<file path="config.mk">
export PLATFORM = sky130hd
export DESIGN_NAME = gtp_tape_streamer
export DESIGN_NICKNAME = d
export VERILOG_FILES = /design/src/rtl/gtp_tape_pkg.sv /design/src/rtl/gtp_byte_fifo.sv /design/src/rtl/gtp_tape_streamer.sv
export SDC_FILE = /design/constraint.sdc
export NUM_CORES = 1
export LEC_CHECK = 0
export ABC_CLOCK_PERIOD_IN_PS = 4050
export CORE_MARGIN = 8
export CORE_UTILIZATION = 50
export CTS_CLUSTER_DIAMETER = 80
export DETAILED_ROUTE_END_ITERATION = 10
export PLACE_DENSITY = 0.79
export REMOVE_ABC_BUFFERS = 1
export SLEW_MARGIN = 20
export SYNTH_ARGS = -nofsm -noshare
export SYNTH_HDL_FRONTEND = slang
export SYNTH_HIERARCHICAL = 1
export SYNTH_SLANG_ARGS = --single-unit
</file>
<file path="constraint.sdc">
create_clock -name clk_sys -period 4.05 [get_ports clk_sys]
set_input_delay 0.6075 -clock clk_sys [delete_from_list [all_inputs] [get_ports clk_sys]]
set_output_delay 0.6075 -clock clk_sys [all_outputs]
set_load 0.02 [all_outputs]
</file>
<file path="src/rtl/gtp_tape_pkg.sv">
// Shared types and default timing for the Galaksija tape playback stage.
package gtp_tape_pkg;

  typedef enum logic [1:0] {
    StIdle,
    StLoad,
    StCell,
    StPause
  } tape_state_e;

  localparam int unsigned DefDepth       = 16;
  localparam int unsigned DefBitCycles   = 6250;
  localparam int unsigned DefPulseCycles = 625;
  localparam logic [7:0]  DefTapeIndex   = 8'd1;

endpackage

</file>
<file path="src/rtl/gtp_byte_fifo.sv">
// Byte FIFO with show-ahead read; flush wins over push/pop, push allowed when full if popping.
module gtp_byte_fifo #(
  parameter int unsigned DEPTH = 16
) (
  input  logic                     clk_sys,
  input  logic                     reset_n,
  input  logic                     push,
  input  logic                     pop,
  input  logic                     flush,
  input  logic [7:0]               wdata,
  output logic [7:0]               rdata,
  output logic [$clog2(DEPTH):0]   level,
  output logic                     full,
  output logic                     empty
);

  localparam int unsigned PW = $clog2(DEPTH);
  localparam logic [PW:0] FullLevel = (PW + 1)'(DEPTH);

  logic [7:0]    mem_q [DEPTH];
  logic [PW-1:0] wr_ptr_q, wr_ptr_d;
  logic [PW-1:0] rd_ptr_q, rd_ptr_d;
  logic [PW:0]   count_q, count_d;
  logic          do_push, do_pop;

  assign full    = (count_q == FullLevel);
  assign empty   = (count_q == '0);
  assign do_pop  = pop & ~empty & ~flush;
  assign do_push = push & (~full | do_pop) & ~flush;
  assign rdata   = mem_q[rd_ptr_q];
  assign level   = count_q;

  always_comb begin
    wr_ptr_d = wr_ptr_q;
    rd_ptr_d = rd_ptr_q;
    count_d  = count_q;
    if (flush) begin
      wr_ptr_d = '0;
      rd_ptr_d = '0;
      count_d  = '0;
    end else begin
      if (do_push) wr_ptr_d = wr_ptr_q + PW'(1);
      if (do_pop)  rd_ptr_d = rd_ptr_q + PW'(1);
      case ({do_push, do_pop})
        2'b10:   count_d = count_q + (PW + 1)'(1);
        2'b01:   count_d = count_q - (PW + 1)'(1);
        default: count_d = count_q;
      endcase
    end
  end

  always_ff @(posedge clk_sys or negedge reset_n) begin
    if (!reset_n) begin
      wr_ptr_q <= '0;
      rd_ptr_q <= '0;
      count_q  <= '0;
    end else begin
      wr_ptr_q <= wr_ptr_d;
      rd_ptr_q <= rd_ptr_d;
      count_q  <= count_d;
    end
  end

  always_ff @(posedge clk_sys) begin
    if (do_push) mem_q[wr_ptr_q] <= wdata;
  end

endmodule

</file>
<file path="src/rtl/gtp_tape_streamer.sv">
// Captures tape-image bytes from data_io into a FIFO and serialises them LSB first as
// pulse-coded bit cells: one pulse per cell, plus a mid-cell pulse for a 1 bit.
module gtp_tape_streamer
  import gtp_tape_pkg::*;
#(
  parameter int unsigned DEPTH        = DefDepth,
  parameter int unsigned BIT_CYCLES   = DefBitCycles,
  parameter int unsigned PULSE_CYCLES = DefPulseCycles,
  parameter logic [7:0]  TAPE_INDEX   = DefTapeIndex
) (
  input  logic                     clk_sys,
  input  logic                     reset_n,
  input  logic                     ioctl_download,
  input  logic [7:0]               ioctl_index,
  input  logic                     ioctl_wr,
  input  logic [7:0]               ioctl_dout,
  input  logic                     play,
  output logic                     clkref_n,
  output logic                     tape_out,
  output logic                     busy,
  output logic                     overflow,
  output logic [$clog2(DEPTH):0]   fifo_level
);

  localparam int unsigned TW = $clog2(BIT_CYCLES);
  localparam int unsigned LW = $clog2(DEPTH) + 1;
  localparam logic [TW-1:0] TLast    = TW'(BIT_CYCLES - 1);
  localparam logic [TW-1:0] TPulse   = TW'(PULSE_CYCLES);
  localparam logic [TW-1:0] THalf    = TW'(BIT_CYCLES / 2);
  localparam logic [TW-1:0] THalfEnd = TW'(BIT_CYCLES / 2 + PULSE_CYCLES);
  localparam logic [LW-1:0] SlackLvl = LW'(DEPTH - 2);

  tape_state_e   state_q, state_d;
  logic [TW-1:0] t_q, t_d;
  logic [2:0]    bit_cnt_q, bit_cnt_d;
  logic [7:0]    shift_q, shift_d;
  logic          dl_q;
  logic          tape_out_q, tape_out_d;
  logic          busy_q, busy_d;
  logic          overflow_q, overflow_d;
  logic          clkref_n_q, clkref_n_d;

  logic          index_hit, rel_wr, flush, pop;
  logic          fifo_full, fifo_empty;
  logic [7:0]    fifo_rdata;
  logic [LW-1:0] level;

  assign index_hit = (ioctl_index == TAPE_INDEX);
  assign rel_wr    = ioctl_wr & ioctl_download & index_hit;
  assign flush     = ioctl_download & ~dl_q & index_hit;
  assign pop       = (state_q == StLoad) & ~fifo_empty & ~flush;

  gtp_byte_fifo #(
    .DEPTH (DEPTH)
  ) u_fifo (
    .clk_sys (clk_sys),
    .reset_n (reset_n),
    .push    (rel_wr),
    .pop     (pop),
    .flush   (flush),
    .wdata   (ioctl_dout),
    .rdata   (fifo_rdata),
    .level   (level),
    .full    (fifo_full),
    .empty   (fifo_empty)
  );

  always_comb begin
    state_d   = state_q;
    t_d       = t_q;
    bit_cnt_d = bit_cnt_q;
    shift_d   = shift_q;
    if (flush) begin
      state_d   = StIdle;
      t_d       = '0;
      bit_cnt_d = '0;
    end else begin
      case (state_q)
        StIdle: if (play && !fifo_empty) state_d = StLoad;
        StLoad: begin
          if (!fifo_empty) begin
            shift_d   = fifo_rdata;
            bit_cnt_d = '0;
            t_d       = '0;
            state_d   = StCell;
          end else begin
            state_d = StIdle;
          end
        end
        StCell: begin
          if (t_q != TLast) begin
            t_d = t_q + TW'(1);
          end else if (bit_cnt_q != 3'd7) begin
            // Pausing leaves the shifter untouched, so resuming replays the current bit.
            if (play) begin
              shift_d   = {1'b0, shift_q[7:1]};
              bit_cnt_d = bit_cnt_q + 3'd1;
              t_d       = '0;
            end else begin
              state_d = StPause;
            end
          end else begin
            state_d = (play && !fifo_empty) ? StLoad : StIdle;
          end
        end
        StPause: begin
          if (play) begin
            t_d     = '0;
            state_d = StCell;
          end
        end
        default: state_d = StIdle;
      endcase
    end
  end

  always_comb begin
    tape_out_d = (state_d == StCell) &&
                 ((t_d < TPulse) || (shift_d[0] && (t_d >= THalf) && (t_d < THalfEnd)));
    busy_d     = (state_d != StIdle);
    overflow_d = flush ? 1'b0 : (overflow_q | (rel_wr & fifo_full & ~pop));
    clkref_n_d = (level > SlackLvl);
  end

  always_ff @(posedge clk_sys or negedge reset_n) begin
    if (!reset_n) begin
      state_q    <= StIdle;
      t_q        <= '0;
      bit_cnt_q  <= '0;
      shift_q    <= '0;
      dl_q       <= 1'b0;
      tape_out_q <= 1'b0;
      busy_q     <= 1'b0;
      overflow_q <= 1'b0;
      clkref_n_q <= 1'b0;
    end else begin
      state_q    <= state_d;
      t_q        <= t_d;
      bit_cnt_q  <= bit_cnt_d;
      shift_q    <= shift_d;
      dl_q       <= ioctl_download;
      tape_out_q <= tape_out_d;
      busy_q     <= busy_d;
      overflow_q <= overflow_d;
      clkref_n_q <= clkref_n_d;
    end
  end

  assign tape_out   = tape_out_q;
  assign busy       = busy_q;
  assign overflow   = overflow_q;
  assign clkref_n   = clkref_n_q;
  assign fifo_level = level;

endmodule
</file>
==> metrics.yaml, run 1 <==
logic_synthesis:
  syn_area_um2: 8020
  ys_seq_area_share_pct: 61.7
  async_flop_share_pct: 25.6
  synth_cell_type_count: 68
  synth_edf_count: 128
  synth_ff_type: "edfxtp_1"
  synth-seq-cells: 172
  postSynthCellCount: 597
  syn_area_per_cell_um2: 13.4
  ys_warn_count: 6
placed_design:
  port_buffers: 29
  dp_hpwl_um: 12400
  post-place-ws_ns: 0.564
  routabilityCongestion: 0.942
grt:
  gr-total-overflow: 0
  grt_pass1_wl_um: 28800
  grt_pass1_vias: 5324
  grt_start_max_net_pins: 52
  grt_util_met1_pct: 22.8
  busiest_layer: "met2"
  met2_usage_pct: 31.3
  antenna_found_initial: 0
  grt.total_usage_pct: 18.7
  use_met3_pct: 3.07
finish:
  area_delta_synth_final_pct: 14.8
  num_antenna_cells: 0
  nets: 677
  drive_gt1_share_pct: 13.9
  nFillCells: 1223
routing:
  drtIter0Drc: 549
  drt-total-wl_um: 18200
  final_antenna_net_count: 0
  firstDrtPassIters: 5
  wl_per_cell_um: 21.0
  drc: 0
  via_per_inst: 6.17
  vias: 5340
clock_tree:
  clk_path_buf_depth: 2
  cts-htree-levels: 4
  worstSkewPairLatency_ns: 0.43
  cts.hold.buffers_added: 0
  post_cts_buffers: 0
  cts_buffers: 17
  cts_resized: 0
  numClockSinks: 172
  tritoncts: "built"
  cts-root-buf: "clkbuf_16"
  clk_pin_slew_ns: 0.06
critical_path:
  reg2reg_depth: 12
  critPathCaptureType: "flip-flop"
  critPathMaxFanout: 8
  critPathKind: "flip-flop to flip-flop"
  critPathArrivalTime_ns: 3.85
  reg2reg_slack_ns: 0.52
  cp_data_required_time_ns: 4.37
  start_kind: "flip-flop"
  timing.rr.start: "u_fifo/level[0]"
  r2r_end: "u_fifo/level[4]"
die:
  die_h_um: 143
  dieWidth_um: 143
  start_util_pct: 50.8
  ios: 30
  die_area_um2: 20300
  core-area_um2: 15800
  row_count: 46
timing:
  worst_slack_ns: 0.525
  hold_violations: 0
  final.period_utilization_pct: 87.0
  tns_ns: 0
  setup_violations: 0
  final_max_slew_viol_count: 0
  holdWs_ns: 0.173
  tightest_slew_ns: 0.776
  clock_skew_ns: 0.00808
  maxSlewHeadroom_pct: 48.1
  period_needed_ns: 3.53
  fmax_mhz: 284
  rsz0062_at_grt: "false"
power_and_ir_drop:
  cellLeakagePower_nw: 3.40
  p_per_area_nw_per_um2: 626
  peakVddDrop_v: 0.000453
  finalPower_mw: 5.76
job:
  cap_violations: 0
run_status:
  status: "finished, final reports clean"
min_path:
  hold_path.class: "primary input to async pin"
## power breakdown
group	internal [mW]	total (mW)	leakage [nW]	switching [mW]
Sequential	2.02	2.17	1.73	0.150
Clock	1.02	1.67	0.288	0.648
Combinational	0.816	1.93	1.39	1.11
Total	3.85	5.76	3.40	1.91
## placed cells by master (no fill, tap or decap), drive strengths merged, types with 7 or more instances in the layout
master,n
nor2b,10
inv,21
clkdlybuf4s50,28
dfrtp,44
mux2i,39
a21oi,14
edfxtp,128
a221oi,18
a22oi,16
ha,16
nand2b,12
nor2,54
a31oi,7
nand2,42
nor3,8
buf,24
clkbuf,18
mux4,16
nand3,15
o21ai,26
## sequential cells by signal (all words and copies together), names as in the netlist
signal / flops
u_fifo/rd_ptr_q: 4
clkref_n: 1
shift_q: 8
state_q: 2
u_fifo/mem_q: 128
overflow: 1
dl_q: 1
tape_out: 1
bit_cnt_q: 3
u_fifo/level: 5
u_fifo/wr_ptr_q: 4
t_q: 13
busy: 1
## routing by layer
layer  vias up  wire length, um
li1       2374                -
met1      2657             7220
met2       267             9240
met3        42             1170
met4         0              572
met5         -                0
## cell families (layout without fill, tap and decap cells)
group           after synthesis  count (layout)  share of synthesized area (%)
compound gates              120             120                           11.2
buf+inv                      50             102                           2.95
mux                          58              58                           9.79
xor+xnor                      6               6                          0.656
fa+ha+maj                    17              17                           2.75
simple gates                174             174                           11.0
flops                       172             172                           61.7
## worst max-delay path by stage
stage	startpoint	endpoint	slack, ns	cells past startpoint
6_report	u_fifo/level[0]	u_fifo/level[4]	0.52	12
5_1_grt	u_fifo/level[0]	u_fifo/level[4]	0.27	12
4_1_cts	u_fifo/level[0]	u_fifo/level[4]	0.56	12
3_5_place_dp	ioctl_index[4]	u_fifo/level[4]	0.56	12
3_3_place_gp	ioctl_download	u_fifo/level[4]	0.69	12
2_1_floorplan	u_fifo/rd_ptr_q[0]	tape_out	0.39	8
## layout make-up
type | count | area, um^2 | share of cell area, %
flip-flops and latches | 172 | 4950 | 53.7
multi-input cells | 375 | 2840 | 30.8
repair buffers | 52 | 473 | 5.14
clock buffers | 18 | 429 | 4.66
well taps | 216 | 270 | 2.94
clock inverters | 11 | 171 | 1.86
inverters | 21 | 78.8 | 0.856
## critical path, cell delays in order, from the launching register on
cell and delay [ns]:
dfrtp_1 0.46, or4_1 0.64, nor2_1 0.34, nand2b_1 0.18, nor2_1 0.05, o21ai_0 0.18, or3_1 0.21, inv_1 0.10
ha_1 0.36, nand2b_1 0.07, a21oi_1 0.35, a31oi_1 0.15, a221oi_1 0.32
## cells in the mapped netlist (2+ instances only)
cell type / count / share of area [%]
nor2b_1: 10 / 0.78
o21ai_0: 26 / 1.6
a221oi_1: 18 / 2.0
clkbuf_1: 16 / 0.75
clkbuf_8: 3 / 0.52
inv_1: 20 / 0.94
o21a_1: 3 / 0.28
xnor2_1: 3 / 0.33
or2_2: 2 / 0.16
a211oi_1: 3 / 0.28
nor4_1: 2 / 0.16
buf_2: 8 / 0.50
and3_1: 2 / 0.16
nand2b_1: 12 / 0.94
mux2_2: 3 / 0.42
ha_1: 16 / 2.5
a31o_2: 3 / 0.33
a21oi_1: 14 / 0.87
a31oi_1: 7 / 0.55
and2_1: 4 / 0.31
o31ai_1: 2 / 0.19
nand4b_1: 2 / 0.22
nor3_1: 8 / 0.50
xor2_1: 3 / 0.33
edfxtp_1: 128 / 48
mux2i_1: 39 / 4.9
nor4_2: 2 / 0.31
mux4_2: 16 / 4.5
o2111ai_1: 2 / 0.22
a21o_1: 2 / 0.19
o211ai_1: 5 / 0.47
dfrtp_1: 44 / 14
nand4_1: 6 / 0.47
nor2_1: 54 / 2.5
nand3_1: 15 / 0.94
nand2_1: 42 / 2.0
a311oi_1: 3 / 0.33
or2b_1: 2 / 0.19
a22oi_1: 16 / 1.5
o211a_1: 2 / 0.25
nor4bb_1: 2 / 0.25
## through the flow
step / cell area (um^2) / std cells / utilization, %
detailed placement: 8600 / 836 / 54.5
global route: 9200 / 865 / 58.4
global placement: 8600 / 836 / 54.5
finish: 9200 / 865 / 58.4
floorplan: 7860 / 568 / -
CTS: 9200 / 865 / 58.3
No activity file was read; power rests on OpenSTA's default activity.
==> run 2: changes to the inputs <==
--- a/config.mk
+++ b/config.mk
@@ -5,12 +5,12 @@
 export SDC_FILE = /design/constraint.sdc
 export NUM_CORES = 1
 export LEC_CHECK = 0
-export ABC_CLOCK_PERIOD_IN_PS = 4050
 export CORE_MARGIN = 8
 export CORE_UTILIZATION = 50
 export CTS_CLUSTER_DIAMETER = 80
 export DETAILED_ROUTE_END_ITERATION = 10
 export PLACE_DENSITY = 0.79
+export RECOVER_POWER = 50
 export REMOVE_ABC_BUFFERS = 1
 export SLEW_MARGIN = 20
 export SYNTH_ARGS = -nofsm -noshare
==> constraint.sdc (replaced) <==
create_clock -name clk_sys -period 3.5 [get_ports clk_sys]
set_input_delay 0.525 -clock clk_sys [delete_from_list [all_inputs] [get_ports clk_sys]]
set_output_delay 0.525 -clock clk_sys [all_outputs]
set_load 0.02 [all_outputs]
==> metrics.yaml, run 2 (synthesis gave the netlist of run 1 again) <==
routing:
  drt-total-wl_um: 18200
  firstDrtPassIters: 5
  drtIter0Drc: 491
  final_antenna_net_count: 0
  drc: 0
  wl_per_cell_um: 20.9
  via_per_inst: 6.18
  vias: 5379
finish:
  num_antenna_cells: 0
  regMostFlops: "u_fifo/mem_q"
  nets: 684
  layout.cells.non_filler: 871
  nFillCells: 1215
  final_common_cell: "edfxtp_1"
  area_delta_synth_final_pct: 15.1
  drive_gt1_share_pct: 14.2
  final_area_um2: 9230
  finish.utilization_pct: 58.5
  mostFrequentLayoutCells: "128 x edfxtp_1, 53 x nor2_1, 43 x dfrtp_1"
  largest_reg_flops: 128
  largestRegisters: "u_fifo/mem_q (128), t_q (13), shift_q (8)"
placed_design:
  dpl_cell_area_um2: 8640
  port_buffers: 29
  dp_hpwl_um: 12400
  routabilityCongestion: 0.904
  dp_cells: 843
die:
  dieWidth_um: 143
  die_h_um: 143
  die_area_um2: 20300
  start_util_pct: 50.8
  core-area_um2: 15800
  row_count: 46
  ios: 30
timing:
  hold_violations: 0
  final_max_slew_viol_count: 45
  final.period_utilization_pct: 92.6
  clock_skew_ns: 0.00908
  fmax_mhz: 309
  tightest_slew_ns: 2.44
  maxSlewHeadroom_pct: -62.4
  period_needed_ns: 3.24
  tns_ns: 0
  setup_violations: 0
run_status:
  status: "finished, violations left"
  failed_checks: "max-capacitance violations, max-slew violations"
grt:
  grt_start_max_net_pins: 45
  grt_pass1_wl_um: 28900
  grt_pass1_vias: 5239
  gr-total-overflow: 0
  antenna_found_initial: 0
  grt.total_usage_pct: 18.7
critical_path:
  cp_data_required_time_ns: 3.81
  critPathKind: "flip-flop to flip-flop"
  reg2reg_depth: 12
  critPathArrivalTime_ns: 3.55
  critPathCaptureType: "flip-flop"
  start_kind: "flip-flop"
  critPathMaxFanout: 8
clock_tree:
  cts_buffers: 17
  tritoncts: "built"
  clk_pin_slew_ns: 0.06
  cts-htree-levels: 4
  worstSkewPairLatency_ns: 0.43
  clk_path_buf_depth: 2
  cts.hold.buffers_added: 0
  cts-root-buf: "clkbuf_16"
  numClockSinks: 172
job:
  cap_violations: 1
power_and_ir_drop:
  cellLeakagePower_nw: 3.42
  p_per_area_nw_per_um2: 723
  peakVddDrop_v: 0.000462
min_path:
  holdPathStages: 2
  hold_path.class: "flip-flop to flip-flop"
-- run 2: stage by stage --
| stage | hold WS, ns | setup WS, ns | power (mW) |
|---|---|---|---|
| detailed placement | 0.480 | 0.120 | 4.76 |
| CTS | 0.289 | 0.0483 | 6.68 |
| global placement | 0.469 | 0.299 | 4.67 |
| finish | 0.498 | 0.259 | 6.68 |
| floorplan | 0.229 | -0.163 | 4.05 |
| global route | 0.515 | -0.0111 | 6.98 |
-- run 2: timing repair --
item,4_1_cts,5_1_grt
gates resized for setup,0,3
endpoints found under the setup margin,0,1
hold endpoints to repair,0,0
setup buffers,0,0
-- run 2: layout make-up --
class | count | area [um^2] | area share [%]
sequential | 172 | 4950 | 53.6
multi-input combinational | 375 | 2850 | 30.8
timing repair buffer | 59 | 505 | 5.48
clock buffer | 20 | 437 | 4.73
tap | 216 | 270 | 2.93
clock inverter | 8 | 145 | 1.57
inverter | 21 | 78.8 | 0.854
-- run 2: where the power goes --
part | internal [mW] | switching, mW
clock network | 1.18 | 0.725
registers | 2.33 | 0.204
logic | 0.957 | 1.28
total | 4.47 | 2.21
-- run 2: layer usage --
| metal | vias to the layer above | share of wire, % | global-route usage (%) |
|---|---|---|---|
| met4 | 0 | 2.8 | 9.73 |
| met3 | 43 | 6.4 | 3.41 |
| met2 | 244 | 52 | 31.1 |
| met5 | - | 0 | 0 |
| met1 | 2701 | 39 | 22.9 |
| li1 | 2391 | - | - |
-- run 2: worst paths after layout --
path | start | endpoint | slack (ns)
setup / recovery | u_fifo/level[0] | u_fifo/level[4] | 0.26
hold / removal | shift_q[7] | shift_q[7] | 0.50
setup reg to reg | u_fifo/level[0] | u_fifo/level[4] | 0.26
hold reg to reg | shift_q[7] | shift_q[7] | 0.50
max in group asynchronous | reset_n | u_fifo/rd_ptr_q[0] | 1.07
min in group asynchronous | reset_n | t_q[8] | 0.83
-- run 2: critical path, stage by stage, from the launching register on --
cell      delay [ns]
dfrtp_1         0.46
or4_1           0.69
nor2_4          0.20
nand2b_1        0.15
nor2_1          0.05
o21ai_0         0.10
or3_1           0.17
inv_1           0.08
ha_1            0.34
nand2b_1        0.10
a21oi_2         0.26
a31oi_1         0.14
a221oi_1        0.38
==> patch (config.mk and constraints of run 1) <==
Put a register stage on the output `fifo_level`, cleared by the reset. The value now appears one clock later. The other outputs are not delayed to match.
--- a/src/rtl/gtp_tape_streamer.sv
+++ b/src/rtl/gtp_tape_streamer.sv
@@ -150,6 +150,12 @@
   assign busy       = busy_q;
   assign overflow   = overflow_q;
   assign clkref_n   = clkref_n_q;
-  assign fifo_level = level;
+  always_ff @(posedge clk_sys or negedge reset_n) begin
+    if (!reset_n) begin
+      fifo_level <= '0;
+    end else begin
+      fifo_level <= level;
+    end
+  end
 
 endmodule
Formal check against the unedited RTL: not equivalent (Yosys sat finds a counterexample within 4 cycles, from zero or initial values and one cycle with reset_n low).
==> patch against run 1 <==
Total power is 3.6% higher. Worst hold slack better by 0.0053 ns. Worst setup slack worse by 0.30 ns. Synthesized area is 2.2% higher. Sequential cell count is 5 higher. Routed wire length is 2.4% higher. Clock skew is 0.0076 ns higher. Highest routed layer unchanged. Final area is 2.4% higher.
==> patch: results (changes against run 1) <==
final WL=18.6 mm (was 18.2 mm); fill count=1291 (was 1223); complex-gate fraction of the synthesized area=0.106 (was 0.112); DPL Wire Length=12.6 mm (was 12.4 mm); register area share after synthesis=0.619 (was 0.617); share of cells above drive strength 1=0.143 (was 0.139); Placed Cells=852 (was 836); CTS resizes=0 (unchanged); Avg WL per Cell=21.1 µm (was 21.0 µm); post-synthesis xor/xnor area fraction=0.00641 (was 0.00656); Synth Area in Adders=0.0269 (was 0.0275); worst min-delay path class=in2async (unchanged); ys async rst share=0.277 (was 0.256); synth unique cells=80 (was 68); Placer Congestion=0.903 (was 0.942); VDD IR max=0.431 mV (was 0.453 mV); Regs by FF count=u_fifo/mem_q (128), t_q (13), shift_q (8) (unchanged); synthesized area per cell=13.5 µm² (was 13.4 µm²); Synth area leaders=edfxtp_1 (47%), dfrtp_1 (15%), mux2i_1 (4.9%) (was edfxtp_1 (48%), dfrtp_1 (14%), mux2i_1 (4.9%)); global-route wire length before repair=29.7 mm (was 28.8 mm); Global Route Usage Sum=0.191 (was 0.187); DR iter-0 viols=527 (was 549); via/cell ratio=6.08 (was 6.17); antenna violations before repair=0 (unchanged); most common library cells after synthesis=edfxtp_1 (128), dfrtp_1 (49), nand2_1 (48) (was edfxtp_1 (128), nor2_1 (54), dfrtp_1 (44)); leakage=3.53 nW (was 3.40 nW); P&R area growth vs syn=15.0% (was 14.8%); largest net degree at the start of global routing=50 (was 52); slew margin rel.=0.498 (was 0.481); Final nets=689 (was 677); status=finished clean (unchanged); Final Skew=0.0157 ns (was 0.00808 ns); Sw Pwr=2.16 mW (was 1.91 mW)
==> patch: cell count changes in the layout (fill, tap and decap cells not counted), moves of 6 or more <==
cell	delta
nor2_1	-9
nand2_1	+6
a32oi_1	+6
buf_4	+6
a22oi_1	-8
==> patch: worst paths after layout <==
path                                 startpoint                  to  slack, ns
worst max register to register  u_fifo/level[0]     u_fifo/level[4]       0.22
min in group clk_sys                 shift_q[5]          shift_q[5]       0.48
worst max-delay path            u_fifo/level[0]     u_fifo/level[4]       0.22
worst min-delay path                    reset_n            clkref_n       0.18
max in group asynchronous               reset_n  u_fifo/rd_ptr_q[0]       3.43
worst min register to register       shift_q[5]          shift_q[5]       0.48
==> patch: final cells by class <==
| type | count | area share |
|---|---|---|
| clock inverters | 15 | 0.0224 |
| multi-input cells | 376 | 0.304 |
| flip-flops and latches | 177 | 0.538 |
| repair buffers | 57 | 0.0528 |
| clock buffers | 17 | 0.0451 |
| well taps | 220 | 0.0292 |
| inverters | 22 | 0.00876 |
==> patch: logic make-up (layout without fill, tap and decap cells) <==
logic type	count (synthesis)	after routing
flip-flops	177	177
AND/OR/NAND/NOR	176	176
AO/OA/AOI/OAI	118	118
multiplexers	59	59
buffers and inverters	52	111
adder cells (fa/ha/maj)	17	17
XOR/XNOR	6	6
==> patch: critical path: stages, from the launching register on <==
cell and delay (ns):
dfrtp_1 0.49, or4_1 0.32, nor2_1 0.10, buf_4 0.15, nand2b_1 0.16, nor2_1 0.39, o21ai_0 0.30, or3_1 0.42
fa_1 0.41, nand2b_1 0.17, a21oi_1 0.34, a31oi_1 0.14, a221oi_1 0.32
==> patch: metrics by stage <==
| stage | cell area [µm²] | worst slack, ns | hold WS [ns] |
|---|---|---|---|
| finish | 9420 | 0.223 | 0.179 |
| global route | 9420 | 0.0546 | 0.221 |
| CTS | 9420 | 0.267 | 0.395 |
| detailed placement | 8780 | 0.0778 | 0.472 |
| global placement | 8780 | 0.231 | 0.464 |
| floorplan | 8010 | 0.407 | 0.312 |
==> patch: metal layers <==
metal  global-route usage  part of all wire  wire length (µm)
met1                0.239              0.41              7570
met2                0.319              0.50              9350
met3               0.0419             0.072              1340
met4               0.0692             0.020               380
met5                    0                 0                 0
==> patch: power by group through the flow <==
stage	clock network, mW	logic [mW]	registers, mW
6_report	1.72	1.94	2.31
5_1_grt	1.81	2.10	2.33
4_1_cts	1.75	1.93	2.31
3_5_place_dp	0	1.91	2.34
3_3_place_gp	0	1.85	2.33
2_1_floorplan	0	1.22	2.41
